`config.mk`:
```
export PLATFORM = sky130hd
export DESIGN_NAME = fetch_unit_flat
export DESIGN_NICKNAME = d
export VERILOG_FILES = /design/src/rtl/fetch_unit_if.sv /design/src/rtl/fetch_unit.sv /design/src/flat_wrapper.sv
export SDC_FILE = /design/constraint.sdc
export NUM_CORES = 1
export LEC_CHECK = 0
export CAP_MARGIN = 20
export CORE_MARGIN = 4
export CORE_UTILIZATION = 42
export DETAILED_ROUTE_END_ITERATION = 12
export GPL_ROUTABILITY_DRIVEN = 0
export PLACE_DENSITY_LB_ADDON = 0.25
export SETUP_SLACK_MARGIN = 0.15
export SKIP_CTS_REPAIR_TIMING = 1
export SLEW_MARGIN = 20
export SYNTH_ARGS = -nofsm -noshare
export SYNTH_HDL_FRONTEND = slang
export SYNTH_SLANG_ARGS = --single-unit
```
`constraint.sdc`:
```
create_clock -name clk -period 3.3 [get_ports clk]
set_input_delay 0.66 -clock clk [delete_from_list [all_inputs] [get_ports clk]]
set_output_delay 0.66 -clock clk [all_outputs]
set_load 0.02 [all_outputs]
```
`src/rtl/fetch_unit_if.sv`:
```
// Instruction-memory request/ready bus between the fetch stage (master) and
// the instruction memory (slave).
interface fetch_unit_if;
  logic        imem_req;
  logic [31:0] imem_addr;
  logic        imem_ready;
  logic [31:0] imem_rdata;

  modport master (
    output imem_req,
    output imem_addr,
    input  imem_ready,
    input  imem_rdata
  );

  modport slave (
    input  imem_req,
    input  imem_addr,
    output imem_ready,
    output imem_rdata
  );
endinterface

```
`src/rtl/fetch_unit.sv`:
```
// Instruction-fetch stage: holds the PC, fetches over a request/ready bus,
// holds the instruction until commit, then advances the PC by jump/branch/+4.
module fetch_unit #(
  parameter logic [31:0] RESET_PC = 32'h0000_0000
) (
  input  logic         clk,
  input  logic         reset_n,
  fetch_unit_if.master imem,
  input  logic         commit,
  input  logic         pcsrc,
  input  logic         jump,
  input  logic [31:0]  signimm,
  output logic [31:0]  instr,
  output logic         instr_valid,
  output logic [5:0]   op,
  output logic [5:0]   funct,
  output logic [31:0]  pc,
  output logic [31:0]  pcplus4,
  output logic [31:0]  retired
);

  typedef enum logic [1:0] {
    START = 2'd0,
    FETCH = 2'd1,
    HOLD  = 2'd2
  } state_e;

  state_e      state_q, state_d;
  logic [31:0] pc_q, pc_d;
  logic [31:0] instr_q, instr_d;
  logic [31:0] retired_q, retired_d;
  logic        valid_q, valid_d;
  logic [31:0] pcplus4_w;
  logic [31:0] next_pc;

  assign pcplus4_w = pc_q + 32'd4;

  // Jump outranks a taken branch when the controller raises both.
  always_comb begin
    next_pc = pcplus4_w;
    if (jump) begin
      next_pc = {pcplus4_w[31:28], instr_q[25:0], 2'b00};
    end else if (pcsrc) begin
      next_pc = pcplus4_w + (signimm << 2);
    end
  end

  // NOTE: every output of this block gets a default first so no path can
  // leave a signal unassigned and infer a latch.
  always_comb begin
    state_d       = state_q;
    pc_d          = pc_q;
    instr_d       = instr_q;
    valid_d       = valid_q;
    retired_d     = retired_q;
    imem.imem_req = 1'b0;
    case (state_q)
      START: state_d = FETCH;
      FETCH: begin
        imem.imem_req = 1'b1;
        if (imem.imem_ready) begin
          instr_d = imem.imem_rdata;
          valid_d = 1'b1;
          state_d = HOLD;
        end
      end
      HOLD: begin
        if (commit) begin
          pc_d      = next_pc;
          valid_d   = 1'b0;
          retired_d = retired_q + 32'd1;
          state_d   = FETCH;
        end
      end
      default: state_d = START;
    endcase
  end

  // NOTE: state registers use non-blocking assignments so every flop samples
  // the pre-edge values, independent of process ordering.
  always_ff @(posedge clk or negedge reset_n) begin
    if (!reset_n) begin
      state_q   <= START;
      pc_q      <= RESET_PC;
      instr_q   <= 32'h0;
      valid_q   <= 1'b0;
      retired_q <= 32'h0;
    end else begin
      state_q   <= state_d;
      pc_q      <= pc_d;
      instr_q   <= instr_d;
      valid_q   <= valid_d;
      retired_q <= retired_d;
    end
  end

  assign imem.imem_addr = pc_q;
  assign instr          = instr_q;
  assign instr_valid    = valid_q;
  assign op             = instr_q[31:26];
  assign funct          = instr_q[5:0];
  assign pc             = pc_q;
  assign pcplus4        = pcplus4_w;
  assign retired        = retired_q;

endmodule

```
`src/flat_wrapper.sv`:
```
// flat-port wrapper written by rule: the top's interface ports become plain ports
module fetch_unit_flat 
#(
  parameter logic [31:0] RESET_PC = 32'h0000_0000
)
  (clk, reset_n, commit, pcsrc, jump, signimm, instr, instr_valid, op, funct, pc, pcplus4, retired, imem_imem_req, imem_imem_addr, imem_imem_ready, imem_imem_rdata);
  fetch_unit_if imem_i ();
  input  logic clk;
  input  logic reset_n;
  input  logic commit;
  input  logic pcsrc;
  input  logic jump;
  input  logic [31:0] signimm;
  output logic [31:0] instr;
  output logic instr_valid;
  output logic [5:0] op;
  output logic [5:0] funct;
  output logic [31:0] pc;
  output logic [31:0] pcplus4;
  output logic [31:0] retired;
  output wire logic [$bits(imem_i.imem_req)-1:0] imem_imem_req;
  output wire logic [$bits(imem_i.imem_addr)-1:0] imem_imem_addr;
  input wire logic [$bits(imem_i.imem_ready)-1:0] imem_imem_ready;
  input wire logic [$bits(imem_i.imem_rdata)-1:0] imem_imem_rdata;
  assign imem_imem_req = imem_i.imem_req;
  assign imem_imem_addr = imem_i.imem_addr;
  assign imem_i.imem_ready = imem_imem_ready;
  assign imem_i.imem_rdata = imem_imem_rdata;
  fetch_unit #(.RESET_PC(RESET_PC)) u_core (.clk(clk), .reset_n(reset_n), .imem(imem_i), .commit(commit), .pcsrc(pcsrc), .jump(jump), .signimm(signimm), .instr(instr), .instr_valid(instr_valid), .op(op), .funct(funct), .pc(pc), .pcplus4(pcplus4), .retired(retired));
endmodule
```
# Yosys cells after proc, flatten, opt, wreduce, memory -nomap -nowiden
# Index checks and enable logic that the tools add are counted.
dict set report word_totals {
  elab_cells 27
  in_bits 70
  reg_bits 99
}
dict set report op_classes {
  addsub 3
  muxes 9
  n_eq_ne 4
  n_reduce_logical 6
}
# cell count
set op_table {}
lappend op_table {{two-way mux 32 bit} 2}
lappend op_table {{adder 32 x 1 -> 32 bit (second input constant)} 1}
lappend op_table {{adder 32 x 3 -> 32 bit (second input constant)} 1}
lappend op_table {{adder 32 bit} 1}
lappend op_table {{case mux 2 bit (3 select lines)} 1}
lappend op_table {{AND reduction 2 bit} 3}
lappend op_table {{two-way mux 2 bit} 2}
lappend op_table {{!= test 2 bit (second input constant)} 2}
lappend op_table {{two-way mux 1 bit} 3}
lappend op_table {{AND reduction 3 bit} 1}
lappend op_table {{equality test 2 x 1 -> 1 bit (second input constant)} 1}
lappend op_table {{equality test 2 bit (second input constant)} 1}
lappend op_table {{zero test 2 bit} 1}
lappend op_table {{case mux 1 bit (2 select lines)} 1}
lappend op_table {{nonzero test 2 bit} 1}

# Logic depth before layout (Yosys ltp)
# Gate-level depths: netlist of run 1.
dict set report logic_depth {
  depth_word 4
  ltp_mapped 16
  mapped_depth_nobuf 15
}

# Worst setup path before layout of run 1
# Ideal clock, no wire load.
dict set report synth_timing {
  path_kind {register -> register}
  start {register u_core.pc_q[3] (netlist: u_core.imem.imem_addr[3])}
  end {register u_core.pc_q[31] (netlist: u_core.imem.imem_addr[31])}
  n_path_buf 2
  arrival_ps 4000
  path_slack_ps -795
  synth_period_minus_slack_ps 4095
  stages_incl_launch_ff 16
  path_cell_list {dfrtp_1 ha_1 and3_4 nand3_4 or3_1 buf_6 xnor2_1 ha_1 clkbuf_1 a21oi_1 or3b_1 o31ai_1 o21ai_0 xor2_1 and3_1 o31ai_1}
}
dict set report synth_between {
  elab_chain_cells 4
}
# item line
set synth_rtl {}
lappend synth_rtl {{from (decl)} fetch_unit.sv:29} ;# logic [31:0] pc_q, pc_d;
lappend synth_rtl {{from (signal assigned)} fetch_unit.sv:90} ;# pc_q <= pc_d;
lappend synth_rtl {{adder 32 x 3 -> 32 bit} fetch_unit.sv:36} ;# assign pcplus4_w = pc_q + 32'd4;
lappend synth_rtl {{net pcplus4[24]} flat_wrapper.sv:19} ;# output logic [31:0] pcplus4;
lappend synth_rtl {{adder 32 bit} fetch_unit.sv:44} ;# next_pc = pcplus4_w + (signimm << 2);
lappend synth_rtl {{two-way mux 32 bit} fetch_unit.sv:43} ;# end else if (pcsrc) begin
lappend synth_rtl {{two-way mux 32 bit} fetch_unit.sv:41} ;# if (jump) begin
# The timed path passes the listed nets, and every way through them passes these cells.
# A chain may end at the register's enable or synchronous reset.

# Final worst setup path of run 1
dict set report layout_timing {
  start {register u_core.pc_q[7] (netlist: u_core.imem.imem_addr[7])}
  end {register u_core.pc_q[31] (netlist: u_core.imem.imem_addr[31])}
}
dict set report layout_between {
  elab_chain_cells 4
}
# item line
set layout_rtl {}
lappend layout_rtl {{adder 32 x 3 -> 32 bit (*)} fetch_unit.sv:36}
lappend layout_rtl {{adder 32 bit} fetch_unit.sv:44}
lappend layout_rtl {{two-way mux 32 bit} fetch_unit.sv:43}
lappend layout_rtl {{two-way mux 32 bit (*)} fetch_unit.sv:41}
# Mark *: on every way between the ends. The rest lies on a longest branch, timed or not.

==> metrics, run 1 <==
outcome finished, violations left; failing checks setup timing; first-pass GRT wire length 35.4 mm; fin util 70.4%; post-route ant nets 0; CTS tree built; Finished Cell Area 11200 sq um; crit start category flip-flop; clock root cell clkbuf_16; Post-route DRC 0; layout cells sized above 1 30.8%; total clock sinks 97; CP Data Arrival Time 3.72 ns; DR pass1 iterations 5; Iteration-0 DRC Markers 356; Yosys top cell area share 35.4%; Distinct cells, synth 70; YS warnings 0; Fin Setup TNS -0.417 ns; asr flop ratio synth 100%; slowest stage cell, crit path dfrtp_2; Setup-failing EPs final 7; Static Leakage 4.91 nW; fin worst setup slack -0.169 ns; area delta synth->final 63.7%; total power 11.0 mW; pin count of the biggest net entering global routing 54; io pins 244; vias 6743; number of global-route vias before repair 6586; chip width 136 microns; Worst Tran Pin Value 0.891 ns; Post-DP Area 10200 sq um; Initial Util 43.0%; Total Routing Usage GR 24.2%; most frequent cells after synthesis dfrtp_1 (97), nand2_1 (81), xnor2_1 (53); Slew HR 40.5%; clock buffers created by TritonCTS 9; synthesis-stage register bit count 97; HP Class in -> async; clock buffer depth 2; DPL Wire Length 17.7 mm; Post-Route WL 23.4 mm; crit-path leading delay family simple AND/OR/NAND/NOR gates; WL per Instance 18.1 microns; Max rail drop VDD 0.444 mV; Worst Clk Skew 0.00922 ns; ant diodes 0; die area 18400 sq um; Clock Latency Late Sink 0.34 ns; ranking of synthesized cells by area dfrtp_1 (35%), xnor2_1 (6.8%), ha_1 (6.8%), buf_4 (5.3%), mux2_2 (5.3%); period utilisation layout 105%; worst path cell trace and4_4 > buf_6 > nand4_1 > nor2_4 > buf_4 > nand2_1 > xnor2_2 > ha_1 > nand2_1 > or2_4 > o22a_4 > inv_2 > o31ai_4 > o21ai_2 > xor2_1 > and3_1 > o31ai_1; initial antenna violation count 0; Pins Over Slew Limit 0; power density cells 979 nW/um^2; crit path buf inv count 3; Die Ht 136 microns; cell taking the most area after synthesis dfrtp_1; Worst setup EP type flip-flop; Post-synth EDFFs 0; min cycle time layout 3.47 ns; Peak Freq 288 MHz; Post-Synthesis Cells 747; max-cap violations 0; Critical Path Most Common Cell nand2_1; RSZ-0062 raised after global routing yes; row count 46; core area 15900 sq um; Port Buf Inserts 235; top-count cell post-synth dfrtp_1; sequential area share after synthesis 35.4%; CP required 3.55 ns; synthesized area per cell 9.18 sq um; hold_ws 0.315 ns; via-per-instance ratio 5.23; CP Max Fanout 4; Crit path largest cell delay 0.37 ns; dominant synthesized flop cell dfrtp_1; fill cell total of the finished layout 1233; GRT overflow 0; clock-pin slew on the worst setup and hold paths 0.07 ns; H-tree level count 3; Layout Nets 1176; Mapped Area 6860 sq um; final hold violations 0; critical path type reg -> reg
==> worst reg2reg max path: stages, from the launching register on <==
cell and delay (ns):
dfrtp_2 0.37, and4_4 0.24, buf_6 0.10, nand4_1 0.20, nor2_4 0.20, buf_4 0.13, nand2_1 0.07, xnor2_2 0.28
ha_1 0.31, nand2_1 0.14, or2_4 0.16, o22a_4 0.16, inv_2 0.05, o31ai_4 0.28, o21ai_2 0.13, xor2_1 0.19
and3_1 0.18, o31ai_1 0.21
==> power breakdown <==
part / switching, mW / internal, mW
clock network: 0.460 / 0.594
logic: 3.98 / 3.93
registers: 0.412 / 1.61
==> final timing paths <==
check	from	to	slack, ns	cells past startpoint
setup / recovery	u_core.imem.imem_addr[7]$_DFFE_PN0P_	u_core.imem.imem_addr[31]$_DFFE_PN0P_	-0.17	17
hold reg to reg	u_core.retired[31]$_DFFE_PN0P_	u_core.retired[31]$_DFFE_PN0P_	0.47	1
min in group clk	u_core.retired[31]$_DFFE_PN0P_	u_core.retired[31]$_DFFE_PN0P_	0.47	1
setup reg to reg	u_core.imem.imem_addr[7]$_DFFE_PN0P_	u_core.imem.imem_addr[31]$_DFFE_PN0P_	-0.17	17
hold / removal	reset_n	u_core.retired[10]$_DFFE_PN0P_	0.31	1
max in group asynchronous	reset_n	u_core.imem.imem_addr[12]$_DFFE_PN0P_	2.27	2
==> cell type report <==
cell class	count	area, sq um	share of cell area, %
Multi-Input combinational cell	570	4700	41.9
Timing Repair Buffer	379	3480	31.0
Sequential cell	97	2440	21.7
Tap cell	216	270	2.41
Clock buffer	11	233	2.07
Clock inverter	5	61.3	0.546
Inverter	11	41.3	0.368
==> layer usage <==
layer,routed length [microns],GRT usage [%],share of wire [%]
met2,11500,40.1,49
met5,0,0,0
met4,406,6.22,1.7
met1,9770,32.2,42
met3,1700,5.39,7.3
==> cell usage in the layout (no fill, tap or decap), types with 11 or more instances in the layout <==
cell type,instances
clkdlybuf4s50_1,218
buf_4,140
dfrtp_1,87
nand2_1,76
xnor2_1,38
nor2_1,38
mux2_2,32
a21oi_1,32
o21ai_0,28
ha_1,24
nand3_1,23
a21o_1,18
nand4_1,17
a21oi_2,17
xor2_1,16
ha_4,11
==> registers in the layout, indices dropped and copies added, names as in the netlist <==
name and cells:
u_core.imem.imem_addr 30, u_core.instr_valid 1, u_core.state_q 2, u_core.retired 32
u_core.instr 32
==> metrics by stage <==
| step | cells | worst slack, ns |
|---|---|---|
| 6_report | 1289 | -0.169 |
| 5_1_grt | 1289 | -0.325 |
| 4_1_cts | 1274 | -0.419 |
| 3_5_place_dp | 1258 | -0.264 |
| 3_3_place_gp | 1258 | -0.241 |
| 2_1_floorplan | 752 | -0.325 |
==> logic make-up after synthesis <==
logic type	synth area share, %
compound gates	15.8
fa+ha+maj	7.04
simple gates	17.3
flops	35.4
mux	6.57
other cells	0.0547
buf+inv	7.54
xor+xnor	10.3
No activity file was read; power rests on OpenSTA's default activity.
==> inputs of run 2 (changes only) <==
--- a/config.mk
+++ b/config.mk
@@ -7,10 +7,12 @@
 export LEC_CHECK = 0
 export CAP_MARGIN = 20
 export CORE_MARGIN = 4
-export CORE_UTILIZATION = 42
+export CORE_UTILIZATION = 59
 export DETAILED_ROUTE_END_ITERATION = 12
+export DONT_BUFFER_PORTS = 1
 export GPL_ROUTABILITY_DRIVEN = 0
 export PLACE_DENSITY_LB_ADDON = 0.25
+export REMOVE_ABC_BUFFERS = 1
 export SETUP_SLACK_MARGIN = 0.15
 export SKIP_CTS_REPAIR_TIMING = 1
 export SLEW_MARGIN = 20
==> run 2 against run 1 <==
The flow still finishes with violations (setup timing); critical path depth shrank 2; first-iteration DRC count rose by 110%; via count is 3.5% lower; worst hold slack got worse by 0.30 ns; core utilization is 7.0 points higher; clock-buffer cell count down 1; total power is 13% lower; critical endpoint unchanged; largest cell class unchanged; largest power group unchanged; highest routed layer unchanged.
==> metrics, run 2 (synthesized netlist as in run 1, its figures left out) <==
CP Launch Point u_core.imem.imem_addr[12]$_DFFE_PN0P_; die area 13400 sq um; Worst Reg-to-Reg Cells 15; core area 11400 sq um; Initial Util 60.1%; Iteration-0 DRC Markers 735; post-route ant nets 0; Clock Latency Late Sink 0.34 ns; initial antenna violation count 0; Worst Clk Skew 0.0108 ns; Crit path largest cell delay 0.41 ns; failing checks setup timing; Critical Path Most Common Cell nand4_1; power density cells 1080 nW/um^2; Post-Route WL 22.5 mm; Pins Over Slew Limit 0; Post-route DRC 0; Static Leakage 4.06 nW; clock root cell clkbuf_16; area delta synth->final 28.8%; Worst Tran Pin Value 0.877 ns; total clock sinks 97; vias 6504; DPL Wire Length 15.4 mm; io pins 244; Slew HR 41.5%; clock-pin slew on the worst setup and hold paths 0.07 ns; ant diodes 0; Worst setup EP type flip-flop; chip width 116 microns; GRT overflow 0; clock buffers created by TritonCTS 9; via-per-instance ratio 6.47; DP Worst Slack -0.356 ns; final hold violations 0; Peak Freq 282 MHz; critical path type reg -> reg; hold_ws 0.0190 ns; leading cell type in the layout, fill and taps excluded buf_4; clock buffer depth 2; H-tree level count 3; CP required 3.51 ns; Port Buf Inserts 0; Total Routing Usage GR 29.0%; worst path cell trace and4_4 > buf_6 > nand4_1 > nor2_2 > nand4_1 > xnor2_2 > ha_1 > a21oi_1 > o21ai_1 > or3b_4 > o31ai_4 > o21ai_2 > xor2_1 > and3_1 > o31ai_2; layout cells sized above 1 38.1%; outcome finished, violations left; first-pass GRT wire length 30.7 mm; WL per Instance 22.3 microns; RSZ-0062 raised after global routing yes; max-cap violations 0; CP Data Arrival Time 3.76 ns; most frequent cells in the layout buf_4 (151), dfrtp_1 (97), nand2_1 (76), xnor2_1 (40), nor2_1 (36); CP Max Fanout 4; fin worst setup slack -0.245 ns; number of global-route vias before repair 6146; Setup-failing EPs final 10; Die Ht 116 microns; Layout Nets 965; crit path buf inv count 1; Worst Setup EP u_core.imem.imem_addr[31]$_DFFE_PN0P_; fin cells 1005; worst r2r src u_core.imem.imem_addr[12]$_DFFE_PN0P_; DR pass1 iterations 5; min cycle time layout 3.55 ns; row count 39; slowest stage cell, crit path or3b_4; reg-to-reg slack, setup -0.25 ns; cell count after placement 964; CTS tree built; Fin Setup TNS -1.13 ns; period utilisation layout 107%; Max rail drop VDD 0.807 mV; total power 9.56 mW; crit-path leading delay family simple AND/OR/NAND/NOR gates; crit start category flip-flop; pin count of the biggest net entering global routing 98; Crit. path cell count 15; FF-to-FF End u_core.imem.imem_addr[31]$_DFFE_PN0P_; HP Class in -> async
==> run 2: how the worst min path moves through the flow <==
stage | endpoint | slack, ns | cells after the start
after floorplan | u_core.imem.imem_addr[10]$_DFFE_PN0P_ | 0.36 | 0
after CTS | u_core.retired[29]$_DFFE_PN0P_ | -0.003 | 0
after detailed placement | u_core.instr[25]$_DFFE_PN0P_ | 0.37 | 0
final | u_core.instr[8]$_DFFE_PN0P_ | 0.02 | 0
after global placement | u_core.retired[31]$_DFFE_PN0P_ | 0.37 | 0
after global routing | u_core.imem.imem_addr[19]$_DFFE_PN0P_ | 0.002 | 0
==> run 2: layout make-up <==
cell class | count | area (sq um)
well taps | 143 | 179
inverters | 11 | 41.3
multi-input cells | 570 | 4530
clock buffers | 10 | 229
fillers | 734 | 2590
flip-flops and latches | 97 | 2430
clock inverters | 6 | 90.1
repair buffers | 168 | 1340
==> run 2: layer usage <==
layer | vias to the layer above | wire length, microns | part of all wire, % | track usage, %
met3 | 91 | 2200 | 9.8 | 7.57
met4 | 0 | 901 | 4.0 | 10.2
met1 | 3182 | 8030 | 36 | 35.7
met2 | 401 | 11300 | 50 | 49.3
li1 | 2830 | - | - | -
met5 | - | 0 | 0 | 0
==> run 2: worst register-to-register path: stages (launching register included) <==
cell     delay (ns)
dfrtp_1        0.35
and4_4         0.24
buf_6          0.09
nand4_1        0.13
nor2_2         0.21
nand4_1        0.19
xnor2_2        0.24
ha_1           0.25
a21oi_1        0.18
o21ai_1        0.13
or3b_4         0.41
o31ai_4        0.31
o21ai_2        0.12
xor2_1         0.27
and3_1         0.24
o31ai_2        0.06
==> run 2: per-stage QoR <==
stage / utilization [%] / area (sq um)
after floorplan: - / 6400
after global placement: 67.1 / 7660
after detailed placement: 67.1 / 7660
after CTS: 69.9 / 7980
after global routing: 77.4 / 8830
final: 77.4 / 8830
==> run 2: power by group <==
group	switching [mW]	leakage, nW	total [mW]	internal, mW
logic	3.39	2.69	5.98	2.59
registers	0.866	1.22	2.46	1.60
clock network	0.444	0.153	1.11	0.667
total	4.70	4.06	9.56	4.85
==> inputs of run 3 (changes only) <==
--- a/config.mk
+++ b/config.mk
@@ -5,6 +5,7 @@
 export SDC_FILE = /design/constraint.sdc
 export NUM_CORES = 1
 export LEC_CHECK = 0
+export ABC_AREA = 1
 export CAP_MARGIN = 20
 export CORE_MARGIN = 4
 export CORE_UTILIZATION = 59
==> run 3 against run 2 <==
Clock skew fell by 0.0013 ns; synthesized cell count increased by 60%; highest routed layer unchanged; total power fell by 3.8%; worst setup slack improved by 0.44 ns; the flow now finishes without violations; routed wire length grew 9.4%; largest power group unchanged; core utilization fell by 8.0 points; combinational power down 6.7%; die area grew 17%; via count increased by 22%; largest cell class unchanged; maximum frequency rose by 14%.
==> metrics, run 3 <==
Metal-1 WL 9.39 mm; critical path type reg -> reg; Clock Latency Late Sink 0.34 ns; fill cell total of the finished layout 1134; Peak Freq 322 MHz; Initial Util 60.6%; period utilisation layout 94.0%; Post-synth EDFFs 0; Post-Synthesis Cells 1196; Distinct cells, synth 44; Worst Tran Pin Value 0.670 ns; Setup-failing EPs final 0; Die Ht 125 microns; initial antenna violation count 0; Fin Setup TNS 0 ns; Pins Over Slew Limit 0; vias 7958; core area 13300 sq um; chip width 125 microns; Yosys top cell area share 30.0%; DR pass1 iterations 5; hold_ws 0.0167 ns; min cycle time layout 3.10 ns; GRT overflow 0; max-cap violations 0; Slew HR 55.2%; DP Worst Slack 0.0482 ns; synthesis-stage register bit count 97; top layer in use met4; CP Max Fanout 5; top-count cell post-synth nand2_1; worst path cell trace buf_8 > clkinvlp_4 > buf_4 > nor3_2 > nand3_1 > nand2_1 > inv_1 > ha_1 > nand2_1 > nor2_1 > nand2_1 > nor3_1 > o21ai_2 > nand3_1 > nand3_1 > nand3_1 > nand2_1; Max rail drop VDD 0.737 mV; DPL Wire Length 19.0 mm; met2 WL 11.6 mm; ranking of synthesized cells by area dfrtp_1 (30%), nand2_1 (17%), inv_1 (9.1%), ha_1 (5.7%), nor2_1 (4.6%); clock-pin slew on the worst setup and hold paths 0.07 ns; area delta synth->final 14.5%; crit start category flip-flop; final hold violations 0; most frequent cells in the layout nand2_1 (350), inv_1 (193), dfrtp_1 (95), buf_4 (85), nor2_1 (79); footprint of the multi-input gates 4820 sq um; via-per-instance ratio 5.62; clock buffer depth 2; Iteration-0 DRC Markers 716; WL per Instance 17.3 microns; Crit path largest cell delay 0.41 ns; CTS tree built; Worst Reg-to-Reg Cells 17; clock root cell clkbuf_16; layout cells sized above 1 17.2%; sequential area share after synthesis 30.0%; H-tree level count 3; Port Buf Inserts 0; io pins 244; outcome completed; sequential cell area 2430 sq um; Worst Clk Skew 0.00945 ns; Worst setup EP type flip-flop; CP required 3.54 ns; most frequent cells after synthesis nand2_1 (356), inv_1 (196), nor2_1 (99); fin cells 1417; slowest stage cell, crit path dfrtp_2; Layout Nets 1344; RSZ-0062 raised after global routing yes; cell taking the most area after synthesis dfrtp_1; Static Leakage 4.89 nW; asr flop ratio synth 100%; YS warnings 0; dominant synthesized flop cell dfrtp_1; synthesized area per cell 6.76 sq um; CP Data Arrival Time 3.34 ns; worst r2r src u_core.imem.imem_addr[2]$_DFFE_PN0P_; die area 15600 sq um; reg-to-reg slack, setup 0.20 ns; pin count of the biggest net entering global routing 98; Post-Route WL 24.6 mm; Mapped Area 8080 sq um; power density cells 994 nW/um^2; number of global-route vias before repair 7530; fin worst setup slack 0.199 ns; first-pass GRT wire length 37.6 mm; met3 routed WL 2.49 mm; Total Routing Usage GR 29.6%; Post-route DRC 0; cell count after placement 1390; ant diodes 0; row count 42; leading cell type in the layout, fill and taps excluded nand2_1; total clock sinks 97; clock buffers created by TritonCTS 9; FF-to-FF End u_core.imem.imem_addr[30]$_DFFE_PN0P_; post-route ant nets 0; HP Class in -> async
## run 3: cell types whose count changed in the layout (fill, tap and decap cells not counted), sizes merged, moves of 39 or more
cell / change
buf: -78
inv: +186
nand2: +280
nand3: +45
nor2: +57
xnor2: -39
## run 3: worst max-delay path by stage
stage | start | to | slack, ns
finish | u_core.imem.imem_addr[2]$_DFFE_PN0P_ | u_core.imem.imem_addr[30]$_DFFE_PN0P_ | 0.20
global route | u_core.imem.imem_addr[14]$_DFFE_PN0P_ | u_core.imem.imem_addr[30]$_DFFE_PN0P_ | 0.04
CTS | u_core.imem.imem_addr[2]$_DFFE_PN0P_ | u_core.imem.imem_addr[21]$_DFFE_PN0P_ | 0.04
detailed placement | u_core.imem.imem_addr[2]$_DFFE_PN0P_ | u_core.imem.imem_addr[21]$_DFFE_PN0P_ | 0.05
global placement | u_core.imem.imem_addr[2]$_DFFE_PN0P_ | u_core.imem.imem_addr[30]$_DFFE_PN0P_ | 0.12
floorplan | u_core.imem.imem_addr[2]$_DFFE_PN0P_ | u_core.imem.imem_addr[30]$_DFFE_PN0P_ | 0.21
## run 3: kinds of logic after synthesis
logic type	Yosys count	synth area share (%)
AND/OR/NAND/NOR	595	31.3
buffers and inverters	265	14.6
AO/OA/AOI/OAI	121	8.53
flip-flops	97	30.0
XOR/XNOR	50	5.42
adder cells (fa/ha/maj)	38	5.97
multiplexers	29	4.04
other	1	0.0464
## run 3: metrics by stage
| step | utilization (%) | total power, mW | area (sq um) |
|---|---|---|---|
| 3_5_place_dp | 63.5 | 7.60 | 8480 |
| 3_3_place_gp | 63.5 | 7.52 | 8480 |
| 2_1_floorplan | - | 5.92 | 7670 |
| 6_report | 69.3 | 9.20 | 9260 |
| 5_1_grt | 69.3 | 9.87 | 9260 |
| 4_1_cts | 65.9 | 8.75 | 8800 |
## run 3: critical path, delay by kind of cell, from the launching register on
family,cells,cell delay [ns]
simple gates,11,1.49
buf+inv,4,0.62
flops,1,0.41
fa+ha+maj,1,0.33
compound gates,1,0.14
## run 3: cell type report
cell class,count,area share (%)
Clock buffer,10,2.47
Timing Repair Buffer,90,7.68
Tap cell,176,2.38
Sequential cell,97,26.3
Inverter,199,8.11
Multi-Input combinational cell,839,52.1
Clock inverter,6,0.987
## run 3: layer usage
metal,global-route usage (%),vias up
met5,0,-
met4,12.1,0
met3,6.61,77
li1,-,3778
met2,50.3,418
met1,36.5,3685
## run 3: report_power, final
part	leakage [nW]	switching (mW)	internal, mW
combinational	3.59	3.58	2.00
clock	0.145	0.445	0.667
sequential	1.16	0.909	1.60
total	4.89	4.93	4.27
